<file path="src/rtl/cloud_pkg.sv">
// Shared widths, LFSR taps and the park/spawn position helper for the cloud scroller.
package cloud_pkg;
  localparam int H_W    = 10;
  localparam int V_W    = 10;
  localparam int VEL_W  = 6;
  localparam int LFSR_W = 16;

  // Fibonacci taps 16,14,13,11 expressed as a mask over state bits [15:0]
  localparam logic [LFSR_W-1:0] LFSR_TAPS = 16'hB400;

  function automatic int cloud_park_h(input int screen_w, input int cloud_w);
    return screen_w + cloud_w;
  endfunction
endpackage

</file>
<file path="src/rtl/cloud_lfsr.sv">
// 16-bit Fibonacci LFSR that advances only when en is high; reset loads seed.
module cloud_lfsr
  import cloud_pkg::*;
(
  input  logic              clk,
  input  logic              rst,
  input  logic              en,
  input  logic [LFSR_W-1:0] seed,
  output logic [LFSR_W-1:0] state
);

  always_ff @(posedge clk or posedge rst) begin
    if (rst) begin
      state <= seed;
    end else if (en) begin
      state <= {state[LFSR_W-2:0], ^(state & LFSR_TAPS)};
    end
  end

endmodule

</file>
<file path="src/rtl/cloud_field.sv">
// Multi-slot background cloud scroller: moves, retires and respawns clouds on each frame tick.
// Define CLOUD_PARALLAX_EN to make odd-numbered slots scroll at half the base speed.
module cloud_field
  import cloud_pkg::*;
#(
  parameter int          NUM_CLOUDS   = 3,
  parameter int          SCREEN_W     = 640,
  parameter int          CLOUD_W      = 80,
  parameter int          CLOUD_H      = 30,
  parameter int          FIRST_V      = 170,
  parameter int          V_MIN        = 40,
  parameter int          V_RANGE_LOG2 = 7,
  parameter int          SPAWN_TICKS  = 60,
  parameter int          DEF_HVEL     = 5,
  parameter logic [15:0] LFSR_SEED    = 16'hACE1
) (
  input  logic                      clk,
  input  logic                      rst,
  input  logic                      tick,
  input  logic                      run,
  input  logic                      speed_load,
  input  logic [VEL_W-1:0]          speed_in,
  output logic [H_W*NUM_CLOUDS-1:0] cloud_h,
  output logic [V_W*NUM_CLOUDS-1:0] cloud_v,
  output logic [NUM_CLOUDS-1:0]     cloud_active,
  output logic [VEL_W-1:0]          cloud_hvel
);

  localparam int              TIMER_W = 16;
  localparam logic [H_W-1:0]  PARK_H  = H_W'(cloud_park_h(SCREEN_W, CLOUD_W));

  if (SCREEN_W + CLOUD_W >= 1024) begin : g_bad_park
    $error("cloud_field: SCREEN_W+CLOUD_W must be below 1024");
  end
  if (LFSR_SEED == 16'h0000) begin : g_bad_seed
    $error("cloud_field: LFSR_SEED must be non-zero");
  end

  function automatic logic [VEL_W-1:0] clamp_vel(input logic [VEL_W-1:0] v);
    return (v == '0) ? VEL_W'(1) : v;
  endfunction

  logic                 eff_tick;
  logic [LFSR_W-1:0]    lfsr_q;
  logic                 unused_lfsr;
  logic [VEL_W-1:0]     hvel_q;
  logic [TIMER_W-1:0]   timer_q;
  logic [NUM_CLOUDS-1:0] active_w;
  logic [NUM_CLOUDS-1:0] free_sel;
  logic                 any_free;
  logic                 spawn_now;
  logic [V_W-1:0]       spawn_v;

  assign eff_tick    = tick & run;
  assign any_free    = ~&active_w;
  assign spawn_now   = eff_tick & (timer_q == '0) & any_free;
  assign spawn_v     = V_W'(V_MIN) + V_W'(lfsr_q[V_RANGE_LOG2-1:0]);
  assign unused_lfsr = ^lfsr_q;

  cloud_lfsr u_lfsr (
    .clk   (clk),
    .rst   (rst),
    .en    (eff_tick),
    .seed  (LFSR_SEED),
    .state (lfsr_q)
  );

  // Lowest-index slot that was inactive at the start of this tick
  always_comb begin
    logic found;
    free_sel = '0;
    found    = 1'b0;
    for (int k = 0; k < NUM_CLOUDS; k++) begin
      if (!active_w[k] && !found) begin
        free_sel[k] = 1'b1;
        found       = 1'b1;
      end
    end
  end

  always_ff @(posedge clk or posedge rst) begin
    if (rst) begin
      hvel_q  <= VEL_W'(DEF_HVEL);
      timer_q <= TIMER_W'(SPAWN_TICKS);
    end else begin
      if (speed_load) begin
        hvel_q <= clamp_vel(speed_in);
      end
      if (eff_tick) begin
        if (timer_q != '0) begin
          timer_q <= timer_q - TIMER_W'(1);
        end else if (any_free) begin
          timer_q <= TIMER_W'(SPAWN_TICKS) + TIMER_W'(lfsr_q[3:0]);
        end
      end
    end
  end

  assign cloud_hvel   = hvel_q;
  assign cloud_active = active_w;

  for (genvar i = 0; i < NUM_CLOUDS; i++) begin : g_slot
    localparam logic [V_W-1:0] RST_V   = (i == 0) ? V_W'(FIRST_V) : V_W'(V_MIN);
    localparam logic           RST_ACT = (i == 0);

    logic [VEL_W-1:0] vel;
    logic [H_W-1:0]   vel_ext;
    logic [H_W-1:0]   h_q;
    logic [V_W-1:0]   v_q;
    logic             act_q;

`ifdef CLOUD_PARALLAX_EN
    assign vel = clamp_vel(hvel_q >> (i % 2));
`else
    assign vel = hvel_q;
`endif
    assign vel_ext = {{(H_W-VEL_W){1'b0}}, vel};

    // A slot that retires on this tick stays out of free_sel until the next one
    always_ff @(posedge clk or posedge rst) begin
      if (rst) begin
        h_q   <= PARK_H;
        v_q   <= RST_V;
        act_q <= RST_ACT;
      end else if (eff_tick) begin
        if (act_q) begin
          if (h_q > vel_ext) begin
            h_q <= h_q - vel_ext;
          end else begin
            act_q <= 1'b0;
            h_q   <= PARK_H;
          end
        end else if (spawn_now && free_sel[i]) begin
          act_q <= 1'b1;
          h_q   <= PARK_H;
          v_q   <= spawn_v;
        end
      end
    end

    assign cloud_h[H_W*i +: H_W] = h_q;
    assign cloud_v[V_W*i +: V_W] = v_q;
    assign active_w[i]           = act_q;
  end

endmodule

</file>
<file path="config.mk">
export PLATFORM = sky130hd
export DESIGN_NAME = cloud_field
export DESIGN_NICKNAME = d
export VERILOG_FILES = /design/src/rtl/cloud_pkg.sv /design/src/rtl/cloud_lfsr.sv /design/src/rtl/cloud_field.sv
export SDC_FILE = /design/constraint.sdc
export NUM_CORES = 1
export LEC_CHECK = 0
export CAP_MARGIN = 15
export CORE_ASPECT_RATIO = 1.4
export CORE_MARGIN = 2
export CORE_UTILIZATION = 40
export DETAILED_ROUTE_END_ITERATION = 7
export PLACE_DENSITY_LB_ADDON = 0.12
export REMOVE_ABC_BUFFERS = 1
export SYNTH_ARGS = -nofsm -noshare
export SYNTH_HDL_FRONTEND = slang
export SYNTH_SLANG_ARGS = --single-unit
</file>
<file path="constraint.sdc">
create_clock -name clk -period 4.8 [get_ports clk]
set_clock_uncertainty 0.15 [all_clocks]
set_input_delay 0.48 -clock clk [delete_from_list [all_inputs] [get_ports clk]]
set_output_delay 0.48 -clock clk [all_outputs]
set_load 0.01 [all_outputs]
</file>
==> results.cfg, run 1 <==
[run_status]
status = complete, no violations

[synthesis]
synth_cells = 532
synth_edf_count = 0
ys_seq_area_frac = 0.474
synth_flop_cell = dfrtp_1
ys_types = 64
async_reset_ff_frac = 1.00
syn_area_per_cell_um2 = 9.60
yosysWarnings = 0
syn_area_mm2 = 0.00510
synth-seq-cells = 95

[power]
p_leak_nw = 2.68
peakVddDrop_mv = 0.302
powerDensity_mw_per_mm2 = 571
total_power_mw = 3.55

[cells_and_area]
antenna-diode-count = 0
area_delta_synth_final_pct = 21.9
nNetsFinal = 633
drive_gt1_frac = 0.130
stdcell_count = 752

[detailed_routing]
firstDrtPassIters = 4
routedWlPerCell_um = 16.1
drtIter0Drc = 142
routed_wirelength_um = 12100
via_count = 4095
drc_errors = 0
avgViaCountPerCell = 5.45
postRouteAntennaNets = 0

[clock_network]
cts.path.max_buffers = 2
ctsHoldBuffers = 0
cts_made_buffers = 9
clk_transition_reported_paths_ns = 0.07
insertion_delay_ns = 0.34
postCtsSetupBuffers = 0
cts_sinks = 95
root_buffer = clkbuf_16
cts-htree-levels = 3
cts_resized = 0
tritoncts = built

[die]
die_h_um = 138
fp.dieW_um = 99.5
initial_core_util = 0.413
dieArea_mm2 = 0.0137
top_level_ports = 80
core-area_mm2 = 0.0124
fp-row-count = 48

[setup_path]
crit_chain = or4_4 > or3_1 > nor2_1 > a21oi_1 > and3_1 > or3_1
worst_r2r_path_depth = 6
worstPathRequired_ns = 4.87
worst_path_most_repeated_cell = or3_1
critPathSlowestCell = nor2_1
crit_path_max_incr_delay_ns = 0.62
path_class = flip-flop to flip-flop
arrival_ns = 3.29
end_kind = flip-flop
start_kind = flip-flop
crit_fanout = 11

[sta]
finalCriticalPeriod_ns = 3.22
setup_viol = 0
slew_violations = 0
grt_setup_unrepaired = no
timing.slew.headroom = 0.451
hold_violations = 0
worstMarginPinSlew_ns = 0.817
max_freq_mhz = 311
period_share = 0.670
setup_tns_ns = 0

[placement]
dp_hpwl_um = 8940
io_buffers = 73
dp.cells = 735
gp_congestion = 0.841

[grt]
track_usage = 0.185
grt_pass1_wl_um = 20300
grt_pass1_vias = 4138
grt_max_degree = 67
antenna_found_initial = 0
grt_overflow = 0

[hold_path]
hold_path_depth = 2
worstHoldPathType = flip-flop to flip-flop

[job]
maxCapViolCount = 0
==> final timing paths <==
check | slack, ns | end | startpoint
setup / recovery | 1.58 | timer_q[0] | timer_q[10]
hold / removal | 0.32 | u_lfsr.state[7] | u_lfsr.state[7]
setup reg to reg | 1.58 | timer_q[0] | timer_q[10]
hold reg to reg | 0.32 | u_lfsr.state[7] | u_lfsr.state[7]
max in group asynchronous | 2.95 | timer_q[12] | rst
min in group asynchronous | 0.33 | g_slot[1].h_q[8] | rst
==> placed cells by master (no fill, tap or decap), types with 10 or more instances in the layout <==
cell and n:
a21oi_1 20, nor3_1 15, xnor2_1 11, dfrtp_1 60
nand2_1 94, nand3_1 10, o31ai_1 11, clkdlybuf4s50_1 73
nor2_1 35, ha_1 22, o21ai_0 48, dfstp_2 35
inv_1 18
==> worst max-delay path: cells and delay by family, from the launching register on <==
| kind | cells | cell delay, ns |
|---|---|---|
| and+or+nand+nor | 5 | 2.27 |
| AOI/OAI and AO/OA | 1 | 0.28 |
| DFF | 1 | 0.40 |
==> area by class of cell <==
| type | instances | area (um^2) |
|---|---|---|
| multi-input combinational | 395 | 2480 |
| sequential | 95 | 2420 |
| clock inverter | 6 | 66.3 |
| tap | 150 | 188 |
| fill | 1197 | 6150 |
| clock buffer | 10 | 239 |
| timing repair buffer | 77 | 758 |
| inverter | 19 | 72.6 |
==> synthesized netlist by cell type (3+ instances only) <==
master | n | area share
nand2_1 | 94 | 0.069
dfrtp_1 | 60 | 0.29
o21ai_0 | 48 | 0.047
dfstp_2 | 35 | 0.18
nor2_1 | 35 | 0.026
ha_1 | 22 | 0.054
a21oi_1 | 20 | 0.020
inv_1 | 19 | 0.014
nor3_1 | 15 | 0.015
clkbuf_1 | 14 | 0.010
o31ai_1 | 11 | 0.016
xnor2_1 | 11 | 0.019
nand3_1 | 10 | 0.0098
buf_4 | 9 | 0.013
mux2_2 | 9 | 0.020
nor2b_1 | 8 | 0.0098
nor4_1 | 8 | 0.0098
o31a_1 | 8 | 0.014
or3_1 | 8 | 0.0098
o21a_1 | 7 | 0.010
xor2_1 | 7 | 0.012
o22a_1 | 6 | 0.010
buf_2 | 4 | 0.0039
o41ai_1 | 4 | 0.0069
a22oi_1 | 3 | 0.0044
a31oi_1 | 3 | 0.0037
and3_1 | 3 | 0.0037
and4_1 | 3 | 0.0051
fa_1 | 3 | 0.012
mux2i_1 | 3 | 0.0059
nand2b_1 | 3 | 0.0037
==> stage by stage <==
stage	hold slack [ns]	setup WS, ns	cell area [um^2]	utilization
after floorplan	0.289	1.75	4970	-
after global placement	0.299	1.69	5910	0.478
after detailed placement	0.308	1.58	5910	0.478
after CTS	0.321	1.57	6220	0.503
after global routing	0.336	1.34	6220	0.503
final	0.317	1.58	6220	0.503
==> layer usage <==
| layer | GRT usage | part of all wire | vias to the layer above | routed length (um) |
|---|---|---|---|---|
| li1 | - | - | 2005 | - |
| met1 | 0.221 | 0.43 | 1983 | 5240 |
| met2 | 0.327 | 0.51 | 83 | 6130 |
| met3 | 0.0238 | 0.033 | 24 | 401 |
| met4 | 0.0890 | 0.030 | 0 | 359 |
| met5 | 0 | 0 | - | 0 |
==> where the power goes <==
group | internal (mW) | switching (mW) | total, mW
Sequential | 1.10 | 0.276 | 1.38
Combinational | 0.706 | 0.732 | 1.44
Clock | 0.421 | 0.314 | 0.735
Total | 2.23 | 1.32 | 3.55
==> registers in the layout (all words and copies together) (netlist names) <==
register	flops
cloud_hvel	6
timer_q	16
g_slot.h_q	30
u_lfsr.state	16
g_slot.act_q	3
g_slot.v_q	24
==> logic make-up after synthesis <==
kind of cell | share of synthesized area
and+or+nand+nor | 0.185
AOI/OAI and AO/OA | 0.174
DFF | 0.474
buffers and inverters | 0.0436
adders and majority gates | 0.0657
xor gates and xnor gates | 0.0309
muxes | 0.0257
other | 0.000735
Power figures use the tool's default switching activity.
==> run 2: changes to the inputs <==
clock period = 2.97 ns   (was 4.8 ns; I/O delays follow)
==> run 2 against run 1 <==
Total power grew 65%. Via count grew 0.71%. Sequential share of layout area shrank 0.84 points. Combinational power grew 64%. Final area grew 2.2%. Highest routed layer unchanged. Clock power grew 74%.
==> results.cfg, run 2 (synthesis results as in run 1) <==
[detailed_routing]
routedWlPerCell_um = 15.8
postRouteAntennaNets = 0
drc_errors = 0
avgViaCountPerCell = 5.39
via_count = 4124
routed_wirelength_um = 12100
drtIter0Drc = 132
firstDrtPassIters = 4

[sta]
timing.slew.headroom = 0.671
worstMarginPinSlew_ns = 0.489
finalCriticalPeriod_ns = 2.80
period_share = 0.941
hold_violations = 0
setup_viol = 0
slew_violations = 0
grt_setup_unrepaired = yes
max_freq_mhz = 358

[power]
p_int_mw = 3.70
p_clk_frac = 0.219
netSwitchingFraction = 0.369
peakVddDrop_mv = 0.458
power_frac_comb = 0.401
p_leak_nw = 2.76
total_power_mw = 5.87
switchingPower_mw = 2.17
powerDensity_mw_per_mm2 = 922
pwr-share-seq = 0.380

[job]
maxCapViolCount = 0

[grt]
use_met1 = 0.226
grt_overflow = 0
grt_max_degree = 83
grt_busiest_layer = met2
grt_pass1_vias = 3965
track_usage = 0.185
antenna_found_initial = 0
grt_pass1_wl_um = 20000
grt_util_met2 = 0.327
use_met3 = 0.0315

[clock_network]
postCtsSetupBuffers = 0
ctsHoldBuffers = 0
cts_sinks = 95
cts_resized = 0
insertion_delay_ns = 0.35
cts.path.max_buffers = 2
cts-htree-levels = 3
root_buffer = clkbuf_16
tritoncts = built
cts_made_buffers = 9
clk_transition_reported_paths_ns = 0.08

[placement]
gp_congestion = 0.846
dp_hpwl_um = 9030
io_buffers = 73
dp.cells = 749

[die]
dieArea_mm2 = 0.0137
core-area_mm2 = 0.0124
die_h_um = 138
top_level_ports = 80
fp-row-count = 48
fp.dieW_um = 99.5
initial_core_util = 0.413

[cells_and_area]
area_delta_synth_final_pct = 24.6
final-seq-area_mm2 = 0.00242
layout_commonest_cell = nand2_1
reg_top3 = g_slot.h_q x30, g_slot.v_q x24
layout_common_cells = nand2_1, clkdlybuf4s50_1, dfrtp_1
stdcell_count = 765
nNetsFinal = 646
regMostFlops = g_slot.h_q
multi_input_area_mm2 = 0.00248
drive_gt1_frac = 0.146
antenna-diode-count = 0
largest_register_ffs = 30
n_fill_cell = 1159

[setup_path]
crit_fanout = 8
path_class = flip-flop to flip-flop
start_kind = flip-flop
arrival_ns = 2.87
worstPathRequired_ns = 3.04
end_kind = flip-flop

[run_status]
status = complete, no violations

[hold_path]
worstHoldPathType = input port to asynchronous set/reset pin
==> run 2: power by group through the flow <==
stage / combinational [mW] / clock [mW] / sequential (mW)
final: 2.36 / 1.28 / 2.23
after global routing: 2.64 / 1.37 / 2.30
after CTS: 2.37 / 1.32 / 2.23
after detailed placement: 2.36 / 0 / 2.24
after global placement: 2.31 / 0 / 2.24
after floorplan: 1.43 / 0 / 2.23
==> run 2: cell type report <==
type                    instances  share of cell area
clock inverters                 6              0.0157
well taps                     150              0.0295
multi-input cells             395               0.390
inverters                      19              0.0114
flip-flops and latches         95               0.381
repair buffers                 90               0.137
clock buffers                  10              0.0360
==> run 2: worst max-delay path, stage by stage, from the launching register on <==
cell and delay, ns:
dfrtp_1 0.41, or4_4 0.55, or3_1 0.48, nor2_1 0.34, a21oi_1 0.20, and3_1 0.21
or3_1 0.34
==> run 2: final timing paths <==
| check | from | to | slack [ns] | cells after the start |
|---|---|---|---|---|
| min in group clk | u_lfsr.state[11] | u_lfsr.state[11] | 0.31 | 2 |
| min | rst | g_slot[2].v_q[0] | 0.05 | 2 |
| max reg2reg | timer_q[9] | timer_q[0] | 0.17 | 6 |
| min reg2reg | u_lfsr.state[11] | u_lfsr.state[11] | 0.31 | 2 |
| max in group asynchronous | rst | g_slot[2].h_q[9] | 1.86 | 3 |
| max | timer_q[9] | timer_q[0] | 0.17 | 6 |
==> run 2: metal layers <==
| layer | vias to the layer above | share of wire |
|---|---|---|
| met4 | 0 | 0.017 |
| met3 | 13 | 0.037 |
| met5 | - | 0 |
| met1 | 2001 | 0.43 |
| met2 | 78 | 0.51 |
| li1 | 2032 | - |
==> run 2: stage by stage <==
| step | hold WS, ns | setup slack (ns) | utilization | cell area, um^2 | TNS (ns) |
|---|---|---|---|---|---|
| floorplan | 0.197 | 0.104 | - | 4970 | 0 |
| global placement | 0.298 | 0.211 | 0.488 | 6030 | 0 |
| detailed placement | 0.300 | 0.169 | 0.488 | 6030 | 0 |
| CTS | 0.0558 | 0.165 | 0.514 | 6360 | 0 |
| global route | 0.0757 | -0.0241 | 0.514 | 6360 | -0.0497 |
| finish | 0.0515 | 0.175 | 0.514 | 6360 | 0 |
==> run 3: changes to the inputs <==
CELL_PAD_IN_SITES_DETAIL_PLACEMENT = 0   (was default)
CELL_PAD_IN_SITES_GLOBAL_PLACEMENT = 1   (was default)
==> run 3 against run 2 <==
Worst hold slack gained 0.19 ns. Maximum frequency shrank 0.47%. Sequential cell count is the same. Clock power shrank 9%. Critical path depth is the same. Critical endpoint is now g_slot[2].h_q[8]. Worst setup slack lost 0.013 ns. Non-clock buffer count grew 2. Count of clock-buffer cells in the layout grew 1. First-iteration DRC count grew 8.3%. Final area shrank 0.16%.
==> results.cfg, run 3 (synthesis results as in run 1) <==
[clock_network]
root_buffer = clkbuf_16
clk_transition_reported_paths_ns = 0.07
cts.path.max_buffers = 2
cts-htree-levels = 3
cts_made_buffers = 9
tritoncts = built
ctsHoldBuffers = 0
cts_sinks = 95
insertion_delay_ns = 0.34

[die]
core-area_mm2 = 0.0124
fp.dieW_um = 99.5
die_h_um = 138
top_level_ports = 80
dieArea_mm2 = 0.0137
initial_core_util = 0.413
fp-row-count = 48

[grt]
track_usage = 0.187
antenna_found_initial = 0
grt_pass1_vias = 4018
grt_max_degree = 96
grt_pass1_wl_um = 20200
grt_overflow = 0

[cells_and_area]
largest_register_ffs = 30
final_util = 0.513
nNetsFinal = 648
drive_gt1_frac = 0.149
antenna-diode-count = 0
layout_common_cells = nand2_1, clkdlybuf4s50_1, dfrtp_1
reg_top3 = g_slot.h_q x30, g_slot.v_q x24
regMostFlops = g_slot.h_q
area_delta_synth_final_pct = 24.4
layout_commonest_cell = nand2_1
n_fill_cell = 1188

[setup_path]
worstPathRequired_ns = 3.09
crit_fanout = 6
critPathSlowestCell = or4_4
crit_chain = or4_4 > or3_1 > buf_4 > o41a_2 > nor2_1 > a32o_1
worst_r2r_path_depth = 6
path_class = flip-flop to flip-flop
rr_startpoint = timer_q[10]
rrSetupSlack_ns = 0.16
end_kind = flip-flop
arrival_ns = 2.93
start_kind = flip-flop
path_buf_inv = 1
r2r-end = g_slot[2].h_q[8]
path_delay_family = simple AND/OR/NAND/NOR gates
crit_path_max_incr_delay_ns = 0.56

[sta]
setup_viol = 0
finalCriticalPeriod_ns = 2.81
period_share = 0.946
max_freq_mhz = 356
grt_setup_unrepaired = no
slew_violations = 0
hold_ws_ns = 0.243
worstMarginPinSlew_ns = 0.490
timing.slew.headroom = 0.665
hold_violations = 0
setup_tns_ns = 0

[power]
p_int_mw = 3.62
powerDensity_mw_per_mm2 = 909
switchingPower_mw = 2.15
peakVddDrop_mv = 0.470
netSwitchingFraction = 0.373
p_leak_nw = 2.76
power_frac_comb = 0.412
total_power_mw = 5.77
p_clk_frac = 0.202
pwr-share-seq = 0.386

[placement]
io_buffers = 73
gp_congestion = 0.845
dp_hpwl_um = 9050

[hold_path]
worstHoldPathType = input port to asynchronous set/reset pin

[detailed_routing]
via_count = 4125
drc_errors = 0
drtIter0Drc = 143
firstDrtPassIters = 4
routedWlPerCell_um = 16.1
postRouteAntennaNets = 0
routed_wirelength_um = 12300
avgViaCountPerCell = 5.38

[job]
maxCapViolCount = 0

[run_status]
status = complete, no violations
-- run 3: power by group through the flow --
stage | Combinational [mW] | Clock [mW] | Sequential [mW]
after floorplan | 1.43 | 0 | 2.23
after global placement | 2.34 | 0 | 2.24
after detailed placement | 2.39 | 0 | 2.25
after CTS | 2.40 | 1.21 | 2.23
after global routing | 2.67 | 1.26 | 2.30
final | 2.38 | 1.17 | 2.23
-- run 3: area by class of cell --
class,instances,area [um^2],share of cell area
clock buffers,11,233,0.0366
multi-input cells,395,2490,0.392
clock inverters,5,65.1,0.0102
flip-flops and latches,95,2420,0.381
inverters,19,72.6,0.0114
repair buffers,92,886,0.139
well taps,150,188,0.0295
-- run 3: how the worst max path moves through the flow --
stage / from / endpoint / slack (ns) / cells after the start
floorplan: rst / cloud_hvel[1] / 0.10 / 1
global placement: cloud_hvel[2] / g_slot[1].h_q[8] / 0.21 / 8
detailed placement: cloud_hvel[2] / g_slot[1].h_q[8] / 0.17 / 8
CTS: timer_q[9] / g_slot[2].h_q[8] / 0.16 / 6
global route: cloud_hvel[2] / g_slot[1].h_q[8] / 0.005 / 8
finish: timer_q[10] / g_slot[2].h_q[8] / 0.16 / 6
-- run 3: metal layers --
metal	up-vias	track usage	routed length [um]
li1	2039	-	-
met2	79	0.327	6360
met1	1993	0.229	5300
met4	0	0.0601	208
met5	-	0	0
met3	14	0.0396	458
-- run 3: metrics by stage --
stage                     cell area [um^2]  std cells  setup WS, ns
after floorplan                       4970        509         0.104
after global placement                6050        751         0.205
after detailed placement              6050        751         0.165
after CTS                             6340        767         0.156
after global routing                  6350        767       0.00511
final                                 6350        767         0.161
-- run 3: repair_timing --
item	CTS	global route
setup endpoints to repair	0	4
setup buffers	0	0
resized for setup	0	1
-- run 3: tightest hold or removal path: stages --
cell and delay, ns:
clkdlybuf4s50_1 0.41, clkinv_2 0.06, buf_12 0.38
